--- config.mk ---
export PLATFORM = sky130hd
export DESIGN_NAME = i2s_rx_frame_fifo_flat
export DESIGN_NICKNAME = d
export VERILOG_FILES = /design/src/rtl/i2s_rx_frame_fifo_if.sv /design/src/rtl/i2s_rx_frame_fifo.sv /design/src/flat_wrapper.sv
export SDC_FILE = /design/constraint.sdc
export NUM_CORES = 1
export LEC_CHECK = 0
export CAP_MARGIN = 20
export CORE_AREA = 3 3 155 157
export CTS_CLUSTER_SIZE = 30
export DETAILED_ROUTE_END_ITERATION = 8
export DIE_AREA = 0 0 158 160
export DONT_BUFFER_PORTS = 1
export PLACE_DENSITY = 0.74
export SYNTH_ARGS = -nofsm -noshare
export SYNTH_HDL_FRONTEND = slang
export SYNTH_SLANG_ARGS = --single-unit
--- constraint.sdc ---
create_clock -name clk -period 8.4 [get_ports clk]
set_input_delay 0.84 -clock clk [delete_from_list [all_inputs] [get_ports clk]]
set_output_delay 0.84 -clock clk [all_outputs]
set_load 0.01 [all_outputs]
--- src/rtl/i2s_rx_frame_fifo_if.sv ---
// i2s_rx_frame_fifo_if
//   Stereo frame stream leaving the I2S receiver FIFO.
//   master : frame producer (receiver) - drives out_left/out_right/out_valid,
//            samples out_ready
//   slave  : frame consumer - samples data/valid, drives out_ready
//   Signals:
//     out_left   [DATA_WIDTH-1:0]  left sample of head frame
//     out_right  [DATA_WIDTH-1:0]  right sample of head frame
//     out_valid                    head frame valid
//     out_ready                    consumer accepts head frame
interface i2s_rx_frame_fifo_if #(
  parameter int unsigned DATA_WIDTH = 24
);
  logic [DATA_WIDTH-1:0] out_left;
  logic [DATA_WIDTH-1:0] out_right;
  logic                  out_valid;
  logic                  out_ready;

  modport master (
    output out_left,
    output out_right,
    output out_valid,
    input  out_ready
  );

  modport slave (
    input  out_left,
    input  out_right,
    input  out_valid,
    output out_ready
  );
endinterface

--- src/rtl/i2s_rx_frame_fifo.sv ---
// i2s_rx_frame_fifo
//   Stereo I2S receiver. Oversamples sck/ws/sd in the clk domain, deserialises
//   left/right words (Philips I2S when MODE=0, left-justified when MODE=1) and
//   pushes complete stereo frames into a first-word-fall-through FIFO.
//   Ports:
//     clk           system clock, >= 4x sck
//     reset         asynchronous active-high reset
//     sck, ws, sd   I2S pins (ws: 0 = left, 1 = right; sd MSB first)
//     frame         frame stream (out_left/out_right/out_valid/out_ready)
//     fill_level    frames currently held in the FIFO
//     overflow      sticky flag: a completed frame was dropped on a full FIFO
//     overflow_clr  clears overflow; a drop in the same cycle takes priority
module i2s_rx_frame_fifo #(
  parameter int unsigned DATA_WIDTH = 24,
  parameter int unsigned SLOT_WIDTH = 32,
  parameter int unsigned MODE       = 0,
  parameter int unsigned FIFO_DEPTH = 4
) (
  input  logic                        clk,
  input  logic                        reset,
  input  logic                        sck,
  input  logic                        ws,
  input  logic                        sd,
  i2s_rx_frame_fifo_if.master         frame,
  output logic [$clog2(FIFO_DEPTH):0] fill_level,
  output logic                        overflow,
  input  logic                        overflow_clr
);

  localparam int unsigned IDX_W      = $clog2(SLOT_WIDTH + 1);
  localparam int unsigned PTR_W      = $clog2(FIFO_DEPTH);
  localparam int unsigned CNT_W      = PTR_W + 1;
  // slot index carrying the MSB: one sck late in Philips framing
  localparam int unsigned MSB_OFFSET = (MODE == 0) ? 1 : 0;

  localparam logic [1:0] ST_SYNC  = 2'd0;
  localparam logic [1:0] ST_LEFT  = 2'd1;
  localparam logic [1:0] ST_RIGHT = 2'd2;

  // ---------------------------------------------------------------- pins
  logic sck_q, sck_qq, ws_q, sd_q;

  always_ff @(posedge clk or posedge reset) begin
    if (reset) begin
      sck_q  <= 1'b0;
      sck_qq <= 1'b0;
      ws_q   <= 1'b0;
      sd_q   <= 1'b0;
    end else begin
      sck_q  <= sck;
      sck_qq <= sck_q;
      ws_q   <= ws;
      sd_q   <= sd;
    end
  end

  // ------------------------------------------------------------- capture
  logic [1:0]            state;
  logic                  ws_prev;
  logic [IDX_W-1:0]      bit_idx;
  logic [DATA_WIDTH-1:0] shift_reg;
  logic [DATA_WIDTH-1:0] left_word;
  logic [DATA_WIDTH-1:0] right_word;
  logic                  push_req;

  logic                  bit_event;
  logic                  ws_edge;
  logic [IDX_W-1:0]      cur_idx;
  logic [31:0]           cur_idx32;
  logic [IDX_W-1:0]      idx_next;
  logic [DATA_WIDTH-1:0] shift_next;

  assign bit_event = sck_q & ~sck_qq;
  assign ws_edge   = (ws_q != ws_prev);

  always_comb begin
    cur_idx   = ws_edge ? '0 : bit_idx;
    cur_idx32 = 32'(cur_idx);
    idx_next  = (cur_idx32 < SLOT_WIDTH) ? cur_idx + IDX_W'(1) : cur_idx;
    // a new slot starts from zero so a short slot leaves its LSBs cleared
    shift_next = ws_edge ? '0 : shift_reg;
    for (int unsigned i = 0; i < DATA_WIDTH; i++) begin
      if (cur_idx32 == MSB_OFFSET + DATA_WIDTH - 1 - i)
        shift_next[i] = sd_q;
    end
  end

  // The completed word is taken from shift_reg (pre-edge value) on the ws
  // edge; the bit arriving with the edge only feeds the new slot.
  always_ff @(posedge clk or posedge reset) begin
    if (reset) begin
      state      <= ST_SYNC;
      ws_prev    <= 1'b0;
      bit_idx    <= '0;
      shift_reg  <= '0;
      left_word  <= '0;
      right_word <= '0;
      push_req   <= 1'b0;
    end else begin
      push_req <= 1'b0;
      if (bit_event) begin
        ws_prev   <= ws_q;
        bit_idx   <= idx_next;
        shift_reg <= shift_next;
        if (ws_edge) begin
          case (state)
            ST_SYNC: begin
              if (!ws_q) state <= ST_LEFT;
            end
            ST_LEFT: begin
              if (ws_q) begin
                left_word <= shift_reg;
                state     <= ST_RIGHT;
              end
            end
            ST_RIGHT: begin
              if (!ws_q) begin
                right_word <= shift_reg;
                push_req   <= 1'b1;
                state      <= ST_LEFT;
              end
            end
            default: state <= ST_SYNC;
          endcase
        end
      end
    end
  end

  // ---------------------------------------------------------------- FIFO
  logic [DATA_WIDTH-1:0] mem_left  [FIFO_DEPTH];
  logic [DATA_WIDTH-1:0] mem_right [FIFO_DEPTH];
  logic [PTR_W-1:0]      wr_ptr, rd_ptr;
  logic [CNT_W-1:0]      count;
  logic                  full, pop, push_do;

  assign full    = (count == CNT_W'(FIFO_DEPTH));
  assign pop     = (count != '0) & frame.out_ready;
  // a pop in the same cycle frees the slot a full FIFO needs
  assign push_do = push_req & (~full | pop);

  always_ff @(posedge clk or posedge reset) begin
    if (reset) begin
      for (int unsigned i = 0; i < FIFO_DEPTH; i++) begin
        mem_left[i]  <= '0;
        mem_right[i] <= '0;
      end
      wr_ptr   <= '0;
      rd_ptr   <= '0;
      count    <= '0;
      overflow <= 1'b0;
    end else begin
      if (push_do) begin
        mem_left[wr_ptr]  <= left_word;
        mem_right[wr_ptr] <= right_word;
        wr_ptr            <= wr_ptr + PTR_W'(1);
      end
      if (pop)
        rd_ptr <= rd_ptr + PTR_W'(1);
      case ({push_do, pop})
        2'b10:   count <= count + CNT_W'(1);
        2'b01:   count <= count - CNT_W'(1);
        default: count <= count;
      endcase
      if (push_req && full && !pop)
        overflow <= 1'b1;
      else if (overflow_clr)
        overflow <= 1'b0;
    end
  end

  assign frame.out_left  = mem_left[rd_ptr];
  assign frame.out_right = mem_right[rd_ptr];
  assign frame.out_valid = (count != '0);
  assign fill_level      = count;

endmodule

--- src/flat_wrapper.sv ---
// flat-port wrapper written by rule: the top's interface ports become plain ports
module i2s_rx_frame_fifo_flat 
#(
  parameter int unsigned DATA_WIDTH = 24,
  parameter int unsigned SLOT_WIDTH = 32,
  parameter int unsigned MODE       = 0,
  parameter int unsigned FIFO_DEPTH = 4
)
  (clk, reset, sck, ws, sd, fill_level, overflow, overflow_clr, frame_out_left, frame_out_right, frame_out_valid, frame_out_ready);
  i2s_rx_frame_fifo_if #(.DATA_WIDTH(DATA_WIDTH)) frame_i ();
  input  logic clk;
  input  logic reset;
  input  logic sck;
  input  logic ws;
  input  logic sd;
  output logic [$clog2(FIFO_DEPTH):0] fill_level;
  output logic overflow;
  input  logic overflow_clr;
  output wire logic [$bits(frame_i.out_left)-1:0] frame_out_left;
  output wire logic [$bits(frame_i.out_right)-1:0] frame_out_right;
  output wire logic [$bits(frame_i.out_valid)-1:0] frame_out_valid;
  input wire logic [$bits(frame_i.out_ready)-1:0] frame_out_ready;
  assign frame_out_left = frame_i.out_left;
  assign frame_out_right = frame_i.out_right;
  assign frame_out_valid = frame_i.out_valid;
  assign frame_i.out_ready = frame_out_ready;
  i2s_rx_frame_fifo #(.DATA_WIDTH(DATA_WIDTH), .SLOT_WIDTH(SLOT_WIDTH), .MODE(MODE), .FIFO_DEPTH(FIFO_DEPTH)) u_core (.clk(clk), .reset(reset), .sck(sck), .ws(ws), .sd(sd), .frame(frame_i), .fill_level(fill_level), .overflow(overflow), .overflow_clr(overflow_clr));
endmodule
-- Yosys cells after proc, flatten, opt, wreduce, memory -nomap -nowiden
Cells that the tools add are included.
- add/sub/neg operators: 5
- $lt $le $gt $ge: 4
- eq/ne operators: 32
- muxes and demuxes: 47
- bitwise logic cells: 9
- reduce and logical (&&, ||, !) cells: 60
- operators by type and width (cell ; number):
    96-bit bitwise mux ; 2
    24-bit 2-to-1 mux ; 6
    24-bit binary-select mux with 2-bit select ; 2
    6-bit by 5-bit equality test with 1-bit output, second input constant ; 9
    2-bit nonzero test ; 26
    24-bit demux with 2-bit select ; 1
    6-bit by 4-bit equality test with 1-bit output, second input constant ; 8
    2-bit AND reduction ; 24
    1-bit 2-to-1 mux ; 30
    6-bit by 3-bit equality test with 1-bit output, second input constant ; 4
    6-bit by 2-bit equality test with 1-bit output, second input constant ; 2
    6-bit 2-to-1 mux ; 2
    4-bit AND reduction ; 3
    6-bit by 1-bit adder with 6-bit output, second input constant ; 1
    6-bit by 1-bit equality test with 1-bit output, second input constant ; 1
    3-bit >= comparator, second input constant ; 2
    6-bit < comparator, second input constant ; 1
    2-bit inverter with 3-bit output ; 2
    3-bit one-hot mux with 2 select lines ; 1
    2-bit by 1-bit adder with 2-bit output, second input constant ; 2
    2-bit by 1-bit equality test with 1-bit output, second input constant ; 2
    2-bit equality test, second input constant ; 2
    2-bit 2-to-1 mux ; 2
    2-bit one-hot mux with 2 select lines ; 1
    other kinds (15) ; 21
- flip-flop bits (word level): 286
- input bits: 7
- output and inout port bits: 53
- logic and storage cells: 203

-- Longest topological paths before layout
- word-level depth: 6
- gate-level depth with buffers: 9
- depth with buffers taken out: 8

-- Least setup slack after synthesis
OpenSTA, ideal clock, no wires.
- kind: input -> register
- start: input port frame_out_ready
- end: register u_core.count[2] (netlist: u_core.fill_level[2])
- library setup time: 79 ps
- arrival time: 2558 ps
- required time: 8321 ps
- slack: 5763 ps
- cell stages on the path: 9
- buffers on the path: 1
- cell sequence: or4b_1 buf_2 nand2_1 ha_1 inv_1 fa_1 xor2_1 nor2_1 xor2_1
- word-level cells in the longest chain between the ends: 5
- elaborated cells between the ends (all ways): 7
- those cells by class: eq/ne: 2; mux: 1; bitwise: 3; reduce/logical: 1
- RTL lines (element ; RTL line ; source):
    start: declaration ; flat_wrapper.sv:22 ; input wire logic [$bits(frame_i.out_ready)-1:0] frame_out_ready;
    1-bit bitwise AND * ; i2s_rx_frame_fifo.sv:138 ; assign pop = (count != '0) & frame.out_ready;
    1-bit bitwise OR ; i2s_rx_frame_fifo.sv:140 ; assign push_do = push_req & (~full | pop);
    1-bit bitwise AND ; i2s_rx_frame_fifo.sv:140 ;
    2-bit by 1-bit equality test with 1-bit output / 2-bit equality test (equally long branches) ; i2s_rx_frame_fifo.sv:160 ; case ({push_do, pop})
    3-bit one-hot mux with 2 select lines / 2-bit nonzero test (equally long branches) ; -- ;
    end signal: assignment ; i2s_rx_frame_fifo.sv:161 ; 2'b10: count <= count + CNT_W'(1);
    end signal: assignment ; i2s_rx_frame_fifo.sv:162 ; 2'b01: count <= count - CNT_W'(1);
    end signal: assignment ; i2s_rx_frame_fifo.sv:163 ; default: count <= count;
    end: declaration ; i2s_rx_frame_fifo.sv:134 ; logic [CNT_W-1:0] count;
Every way passes the cells marked *; elsewhere a longest branch is shown, timed or not.
A chain may end at the register's enable or synchronous reset.

-- Final worst setup path
- start: register u_core.rd_ptr[1]
- end: output port frame_out_right[17]
- word-level cells in the longest chain between the ends: 4
- RTL lines (element ; RTL line ; source):
    start: declaration ; i2s_rx_frame_fifo.sv:133 ; logic [PTR_W-1:0] wr_ptr, rd_ptr;
    start signal: assignment ; i2s_rx_frame_fifo.sv:159 ; rd_ptr <= rd_ptr + PTR_W'(1);
    2-bit inverter with 3-bit output (implied by the code) ; i2s_rx_frame_fifo.sv:173 ; assign frame.out_right = mem_right[rd_ptr];
    24-bit binary-select mux with 2-bit select ; i2s_rx_frame_fifo.sv:173 ;
    24-bit 2-to-1 mux (implied by the code) (2 in a row) ; i2s_rx_frame_fifo.sv:173 ;
    end: declaration ; flat_wrapper.sv:20 ; output wire logic [$bits(frame_i.out_right)-1:0] frame_out_right;
Every way passes these cells. The select of a mux whose other input is x is not followed.

==> impl_metrics.yaml <==
placed_design:
  dp_slack_ps: 5483
  gp_congestion: 0.8165
  numPortBuffers: 0
  dpl-instance-area_sq_mm: 0.01292
  post-dp-hpwl_mm: 15.26
synthesis:
  yosysTopAreaCellShare: 0.5564
  avgSynthCellArea_sq_um: 16.08
  synth.yosys.warnings: 0
  yosysTopAreaCell: "dfrtp_1"
  syn_nets: 817
  ys_seq_area_frac: 0.5564
  mappedNetlistArea_sq_mm: 0.01286
  synth_top_flop_cell: "dfrtp_1"
  synth_cell_types: 49
  syn_inst: 800
  ys_async_sr_fraction: 1.000
  ys_top_cells_by_area: "dfrtp_1, mux2_2, mux2_4"
  synth_seq_cells: 286
  synth_edf_count: 0
clock_tree:
  clockBufferDepth: 3
  clock_latency_ps: 550
  cts_buffers: 30
  cts.sinks: 286
  cts-htree-levels: 1
  postCtsSetupRepairBufs: 0
  ctsHoldBuffers: 0
  post_cts_resized: 0
  cts_tree: "done"
  path_clk_slew_ps: 60
  root_buffer: "clkbuf_16"
setup_path:
  end_kind: "output port"
  crit_fanout: 29
  cp.required_ps: 7560
  crit_slowest_cell: "dfrtp_2"
  reg2reg_to: "u_core.shift_reg[10]"
  worst_r2r_path_depth: 8
  worstPathCellList: "buf_4, mux4_2"
  crit_end: "frame_out_right[17]"
  critPathMaxStageDelay_ps: 770
  start_kind: "flip-flop"
  critPathKind: "reg -> out"
  setup.worst_path.start: "u_core.rd_ptr[1]"
  crit_arrival_ps: 2330
  rrSetupSlack_ps: 5630
  worstReg2RegStart: "u_core.ws_q"
floorplan:
  dieArea_sq_mm: 0.02528
  core_area_sq_mm: 0.02264
  rows: 55
  io-pin-count: 60
  die_w_um: 158
  die_h_um: 160
  initial_core_util: 0.5682
worst_hold_path:
  hold_class: "in -> async"
drt:
  finalWirelength_mm: 25.63
  avgRoutedWirePerCell_um: 23.35
  vias_per_cell: 6.118
  dr_total_vias: 6718
  initialDrtViolationCount: 455
  postRouteAntennaNets: 0
  drc: 0
  dr.pass1.iters: 4
power:
  finalPower_mw: 3.279
  pwr_density_cell_mw_per_mm2: 234.9
  peakVddDrop_mv: 0.1781
  p_leak_nw: 6.997
final_layout:
  n_fill_cell: 1645
  diodes: 0
  final_common_cell: "dfrtp_1"
  multi_input_area_sq_mm: 0.005251
  nNetsFinal: 810
  fin_util: 0.6165
  area_growth_pct: 8.511
  regArea_sq_mm: 0.007162
  final_cell_mix: "dfrtp_1, mux2_2, mux2_4"
  postLayoutCellArea_sq_mm: 0.01396
  drive_above_1_share: 0.4391
  largestRegisters: "u_core.mem_left: 96 flops, u_core.mem_right: 96 flops"
global_routing:
  grt_pass1_vias: 7296
  grtUsageTotal: 0.2073
  grt_pass1_wl_mm: 41.42
  grt_max_degree: 183
  overflow: 0
  grt_antenna_before_repair: 0
sta:
  timing.final.crit_share: 0.3770
  finalHoldViolations: 0
  slew_headroom: 0.2874
  setup_ws_ps: 5233
  tns_ps: 0
  skew_ps: 7.782
  clock.fmax_ghz: 0.3157
  rsz0062_at_grt: "false"
  worst_pin_slew_ps: 1069
  setup_violations: 0
  period_minus_slack_ps: 3167
  slew_viol_final: 0
outcome:
  status: "finished, final reports clean"
run:
  drv_cap: 0
## critical path: cells and delay by family, from the launching register on
family                 cells  cell delay (ps)
flip-flops                 1              770
buffers and inverters      1              530
multiplexers               1              460
## synthesized netlist by cell type (2+ instances only)
library cell,n
nor3b_1,6
nor2b_1,3
a32o_1,5
nand3_1,15
nand3_2,4
clkbuf_1,14
mux2_4,80
nor2_1,6
nor4_1,2
o21ai_0,25
ha_1,9
nor4bb_1,3
buf_12,8
mux4_2,48
xor2_1,4
nand2_1,11
nand4b_1,4
buf_2,14
nand2b_1,2
mux2_2,163
mux2i_1,16
a21oi_1,5
dfrtp_1,286
nand4_1,6
nor4b_1,2
buf_1,3
xnor2_1,4
buf_4,8
inv_1,16
or4_1,2
buf_6,4
o221ai_1,4
nand3b_1,2
## worst min path at each step
stage	startpoint	end	slack, ps
2_1_floorplan	u_core.sck_q	u_core.sck_qq	460
3_5_place_dp	u_core.mem_right[80]	u_core.mem_right[80]	490
4_1_cts	sd	u_core.sd_q	290
3_3_place_gp	u_core.mem_right[35]	u_core.mem_right[35]	480
5_1_grt	reset	u_core.mem_right[75]	90
6_report	reset	u_core.mem_right[75]	90
## where the power goes
group          switching, mW  internal [mW]  total, mW
logic                  0.214          0.188      0.403
registers              0.132           1.43       1.56
clock network          0.517          0.797       1.31
## per-stage QoR
stage,std cells,hold slack (ps)
detailed placement,1044,488.1
finish,1098,91.04
global placement,1044,481.1
CTS,1096,292.4
floorplan,800,460.4
global route,1098,85.35
## logic make-up after synthesis
family / share of synthesized area
xor+xnor: 0.005446
flops: 0.5564
simple gates: 0.03628
fa+ha+maj: 0.01031
mux: 0.3326
buf+inv: 0.03599
compound gates: 0.02305
## per-layer routing
layer / part of all wire / track usage / routed length [um]
met1: 0.43 / 0.2843 / 10930
met2: 0.50 / 0.3436 / 12830
met5: 0 / 0 / 0
met3: 0.038 / 0.02981 / 982
met4: 0.035 / 0.06766 / 896
## layout make-up
cell class	count	share of cell area
well taps	285	0.02555
flip-flops and latches	286	0.5131
multi-input cells	446	0.3762
clock inverters	10	0.009233
inverters	17	0.004840
clock buffers	42	0.06140
repair buffers	12	0.009681
No activity file was read; power rests on OpenSTA's default activity.
